`src/rtl/fir_mac_sched.sv`:
```
// Round-robin scheduler for a shared serial FIR MAC: per-channel delay lines,
// shared coefficient bank, one tap per cycle, tagged result strobe.
module fir_mac_sched #(
  parameter  int NCH  = 2,
  parameter  int NTAP = 3,
  parameter  int DW   = 8,
  parameter  int CW   = 8,
  parameter  int AW   = 18,
  localparam int TAW  = (NTAP > 1) ? $clog2(NTAP) : 1,
  localparam int CHW  = (NCH > 1) ? $clog2(NCH) : 1
) (
  input  logic                 clk,
  input  logic                 rst,
  input  logic [NCH-1:0]       in_valid,
  input  logic [NCH*DW-1:0]    in_data,
  output logic [NCH-1:0]       in_ready,
  input  logic                 coef_we,
  input  logic [TAW-1:0]       coef_addr,
  input  logic signed [CW-1:0] coef_data,
  output logic                 coef_ready,
  output logic signed [DW-1:0] mac_a,
  output logic signed [CW-1:0] mac_b,
  output logic                 mac_en,
  output logic                 mac_clr,
  input  logic signed [AW-1:0] mac_acc,
  output logic                 out_valid,
  output logic [CHW-1:0]       out_chan,
  output logic signed [AW-1:0] out_data,
  output logic                 busy
);

  typedef enum logic [1:0] {S_IDLE, S_RUN, S_OUT} state_t;

  state_t               r_state, w_state_nxt;
  logic signed [DW-1:0] r_x [NCH][NTAP];
  logic signed [CW-1:0] r_h [NTAP];
  logic [CHW-1:0]       r_rr, r_ch;
  logic [TAW-1:0]       r_tap;

  logic [CHW-1:0]       w_gnt_idx, w_cand;
  logic                 w_gnt_any, w_coef_wr, w_hs;

  // Search starts one past the last winner so every requester is served in turn.
  always_comb begin
    w_gnt_any = 1'b0;
    w_gnt_idx = '0;
    w_cand    = '0;
    for (int i = 1; i <= NCH; i++) begin
      w_cand = CHW'((int'(r_rr) + i) % NCH);
      if (!w_gnt_any && in_valid[w_cand]) begin
        w_gnt_any = 1'b1;
        w_gnt_idx = w_cand;
      end
    end
  end

  assign w_coef_wr = (r_state == S_IDLE) && coef_we;
  assign w_hs      = (r_state == S_IDLE) && !coef_we && w_gnt_any && !rst;
  assign busy      = (r_state != S_IDLE);

  always_comb begin
    w_state_nxt = r_state;
    in_ready    = '0;
    coef_ready  = 1'b0;
    mac_a       = '0;
    mac_b       = '0;
    mac_en      = 1'b0;
    mac_clr     = 1'b0;
    out_valid   = 1'b0;
    out_chan    = '0;
    out_data    = '0;
    case (r_state)
      S_IDLE: begin
        coef_ready = 1'b1;
        if (w_hs) begin
          in_ready[w_gnt_idx] = 1'b1;
          w_state_nxt         = S_RUN;
        end
      end
      S_RUN: begin
        mac_a   = r_x[r_ch][r_tap];
        mac_b   = r_h[r_tap];
        mac_en  = 1'b1;
        mac_clr = (r_tap == '0);
        if (r_tap == TAW'(NTAP - 1)) w_state_nxt = S_OUT;
      end
      S_OUT: begin
        out_valid   = 1'b1;
        out_chan    = r_ch;
        out_data    = mac_acc;
        w_state_nxt = S_IDLE;
      end
      default: w_state_nxt = S_IDLE;
    endcase
  end

  always_ff @(posedge clk) begin
    if (rst) begin
      r_state <= S_IDLE;
      r_rr    <= CHW'(NCH - 1);
      r_ch    <= '0;
      r_tap   <= '0;
      for (int c = 0; c < NCH; c++)
        for (int k = 0; k < NTAP; k++)
          r_x[c][k] <= '0;
      for (int k = 0; k < NTAP; k++)
        r_h[k] <= '0;
    end else begin
      r_state <= w_state_nxt;
      if (w_coef_wr && (int'(coef_addr) < NTAP))
        r_h[coef_addr] <= coef_data;
      if (w_hs) begin
        r_ch           <= w_gnt_idx;
        r_rr           <= w_gnt_idx;
        r_tap          <= '0;
        r_x[w_gnt_idx][0] <= in_data[w_gnt_idx*DW +: DW];
        for (int k = 1; k < NTAP; k++)
          r_x[w_gnt_idx][k] <= r_x[w_gnt_idx][k-1];
      end else if (r_state == S_RUN) begin
        r_tap <= r_tap + 1'b1;
      end
    end
  end

endmodule

```
`config.mk`:
```
export PLATFORM = sky130hd
export DESIGN_NAME = fir_mac_sched
export DESIGN_NICKNAME = d
export VERILOG_FILES = /design/src/rtl/fir_mac_sched.sv
export SDC_FILE = /design/constraint.sdc
export NUM_CORES = 1
export LEC_CHECK = 0
export CORE_MARGIN = 4
export CORE_UTILIZATION = 30
export DETAILED_ROUTE_END_ITERATION = 10
export GPL_TIMING_DRIVEN = 1
export PLACE_DENSITY_LB_ADDON = 0.25
export SYNTH_ARGS = -nofsm -noshare
export SYNTH_HDL_FRONTEND = slang
export SYNTH_SLANG_ARGS = --single-unit
```
`constraint.sdc`:
```
create_clock -name clk -period 2.88 [get_ports clk]
set_clock_uncertainty 0.15 [all_clocks]
set_input_delay 0.864 -clock clk [delete_from_list [all_inputs] [get_ports clk]]
set_output_delay 0.864 -clock clk [all_outputs]
set_load 0.05 [all_outputs]
```
==> summary.txt <==
Route
  – Vias: 2840
  – Routed WL: 10500 um
  – DRC: 0
  – Drt pass-1 iters: 4
  – DR iter-0 viols: 166
  – Final ANT Viol Nets: 0
  – Vias per cell: about 4.6
  – DR WL/cell: 16.8 um

Layout
  – Nets: roughly 500
  – Fin cells: 624
  – Total area of sequential cells: around 2600 um^2
  – Layout cells sized above 1: ~31%
  – Multi-input logic area: 1630 um^2
  – ANT cells: 0
  – Layout area overhead: 43.7%
  – # fillers: about 1.2k
  – Commonest non-fill, non-tap cell in the layout: edfxtp_1
  – Most frequent cells in the layout: edfxtp_1, and2_1, clkdlybuf4s50_1

STA
  – Tcrit/Tclk final: 98.3%
  – Slew Limit Fails: 0
  – Max transition margin: roughly two thirds
  – Final Hold Viols: 0
  – RSZ-0062 raised after global routing: false
  – Final critical-path required period: roughly 2.8 ns
  – Achievable clock frequency: about 0.35 GHz
  – Measured slew at the worst slew-check pin: about 0.5 ns
  – Final Setup Violations: 0

CTS
  – CTS Buf Count: 9
  – H-tree levels: 3
  – CTS clk-pin slew, worst paths: around 0.06 ns
  – CTS tree: yes
  – Deepest clock path buffer count: 2
  – Clk_lat worst skew: ~0.34 ns
  – Clock root buffer: clkbuf_16
  – Clk sinks: 89

Setup path
  – Critical path type: in -> out
  – Crit end category: output pin
  – CP Max Fanout: 2
  – Crit path required time: roughly 1.9 ns
  – R2R Setup Slk: between 0.6 and 0.7 ns
  – Worst Path Arrival: between 1.5 and 2 ns
  – Critical path launch point type: primary input

GRT
  – GRT Total Usage: a little over an eighth
  – Vias in the first global route: between 3k and 4k
  – Largest net degree at the start of global routing: 27
  – Initial antenna violation count: 0
  – Grt ovf: 0
  – First-pass GRT wire length: 16800 um

Yosys
  – YS warnings: 0
  – Main synth FF type: edfxtp_1
  – Post-synth EDFFs: 80
  – Cell count after synthesis: between 300 and 400
  – Yosys cell types: 39
  – Synth Register Bits: 89
  – Synthesized area: approximately 4300 um^2
  – Syn_area_per_cell: approximately 13 um^2
  – Register area share after synthesis: between 60% and 70%
  – Ys async rst share: 0%

Placement
  – DP HPWL: about 7700 um
  – Cells after DPL: approximately 610
  – Buffers on Ports: 90
  – GP Congestion: between 0.7 and 0.8

Floorplanning
  – Core footprint: 13900 um^2
  – DIE AREA: 16300 um^2
  – Die Y: 128 um
  – Initial Util: a little under a third
  – # IOs: between 90 and 100
  – Row cnt: 43
  – Chip Width: between 100 and 150 um

Min path
  – Min-Delay Path Class: reg -> reg

Pwr
  – Tot Pwr: 3.36 mW
  – P_leak: 2.36 nW
  – Worst vdd ir: approximately 0.00035 V
  – Pwr dens: about 540 nW/um^2

Run
  – Max Cap Viol: 0

Status
  – Status: finished, final reports clean
-- final cells by class --
class,instances,area share [%]
clock buffer,9,3.65
clock inverter,6,1.74
inverter,5,0.304
multi-input combinational,214,26.3
sequential,89,42.0
tap,180,3.65
timing repair buffer,121,22.3
-- synth_stat cells (2+ instances only) --
library cell  instances  area, um^2
a21o_1                2        15.0
a21oi_1               9        45.0
a21oi_2               8        70.1
a22oi_1               8        60.1
and2_1               76         475
and3_1                8        50.1
buf_2                 7        35.0
buf_6                 2        22.5
clkbuf_1             10        37.5
dfxtp_1               9         180
edfxtp_1             80        2400
ha_1                  2        25.0
inv_1                 4        15.0
mux2_2                8        90.1
mux4_2               16         360
nand2_1              34         128
nor2_1               10        37.5
nor2b_1               2        12.5
nor3b_2               2        25.0
o21bai_1              2        15.0
or2_1                 5        31.3
-- layer usage --
| layer | wire, um | GRT usage, % | part of all wire [%] |
|---|---|---|---|
| met4 | 214 | 4.81 | 2.0 |
| met2 | 5160 | 21.7 | 49 |
| met5 | 0 | 0 | 0 |
| met3 | 423 | 2.88 | 4.0 |
| met1 | 4710 | 18.3 | 45 |
-- per-stage QoR --
step	setup TNS, ns	setup slack, ns	hold WS, ns	util [%]	area, um^2
finish	0	0.0497	0.333	44.3	6170
global route	0	0.00896	0.369	44.3	6170
CTS	-0.0238	-0.0238	0.326	44.2	6160
detailed placement	-7.87	-0.367	0.330	41.6	5800
global placement	-5.60	-0.320	0.337	41.6	5800
floorplan	-0.0720	-0.0720	0.289	-	4320
-- report_power, final --
| group | switching, mW | internal, mW |
|---|---|---|
| clock | 0.471 | 0.839 |
| combinational | 0.270 | 0.242 |
| sequential | 0.0442 | 1.49 |
-- worst max-delay path: stages --
cell             delay, ns
clkdlybuf4s15_1       0.19
or3_4                 0.42
nor2_4                0.18
buf_12                0.16
-- logic make-up after synthesis --
| logic type | synth area share [%] |
|---|---|
| other cells | 0.0874 |
| xor+xnor | 0.204 |
| buf+inv | 3.09 |
| compound gates | 5.80 |
| flops | 60.2 |
| simple gates | 19.6 |
| mux | 10.5 |
| fa+ha+maj | 0.583 |
-- sequential cells by signal, summed over array words and instances, names as in the netlist, named ones only --
name,flops
r_state,2
r_tap,2
r_x,48
r_rr,1
r_h,32
r_ch,1
-- what timing repair did --
action | CTS | global route
resized for setup | 23 | 2
buffers inserted | 2 | 0
endpoints found under the setup margin | 16 | 3
pin swaps | 2 | 2
hold buffers | 0 | 0
gates cloned | 0 | 0
-- worst paths after layout --
kind	cells after the start	to	startpoint
setup / recovery	4	in_ready[1]	rst
hold / removal	2	register	r_ch
setup reg to reg	6	r_x[0][3]	r_state[1]
hold reg to reg	2	register	r_ch
No activity file was read; power rests on OpenSTA's default activity.
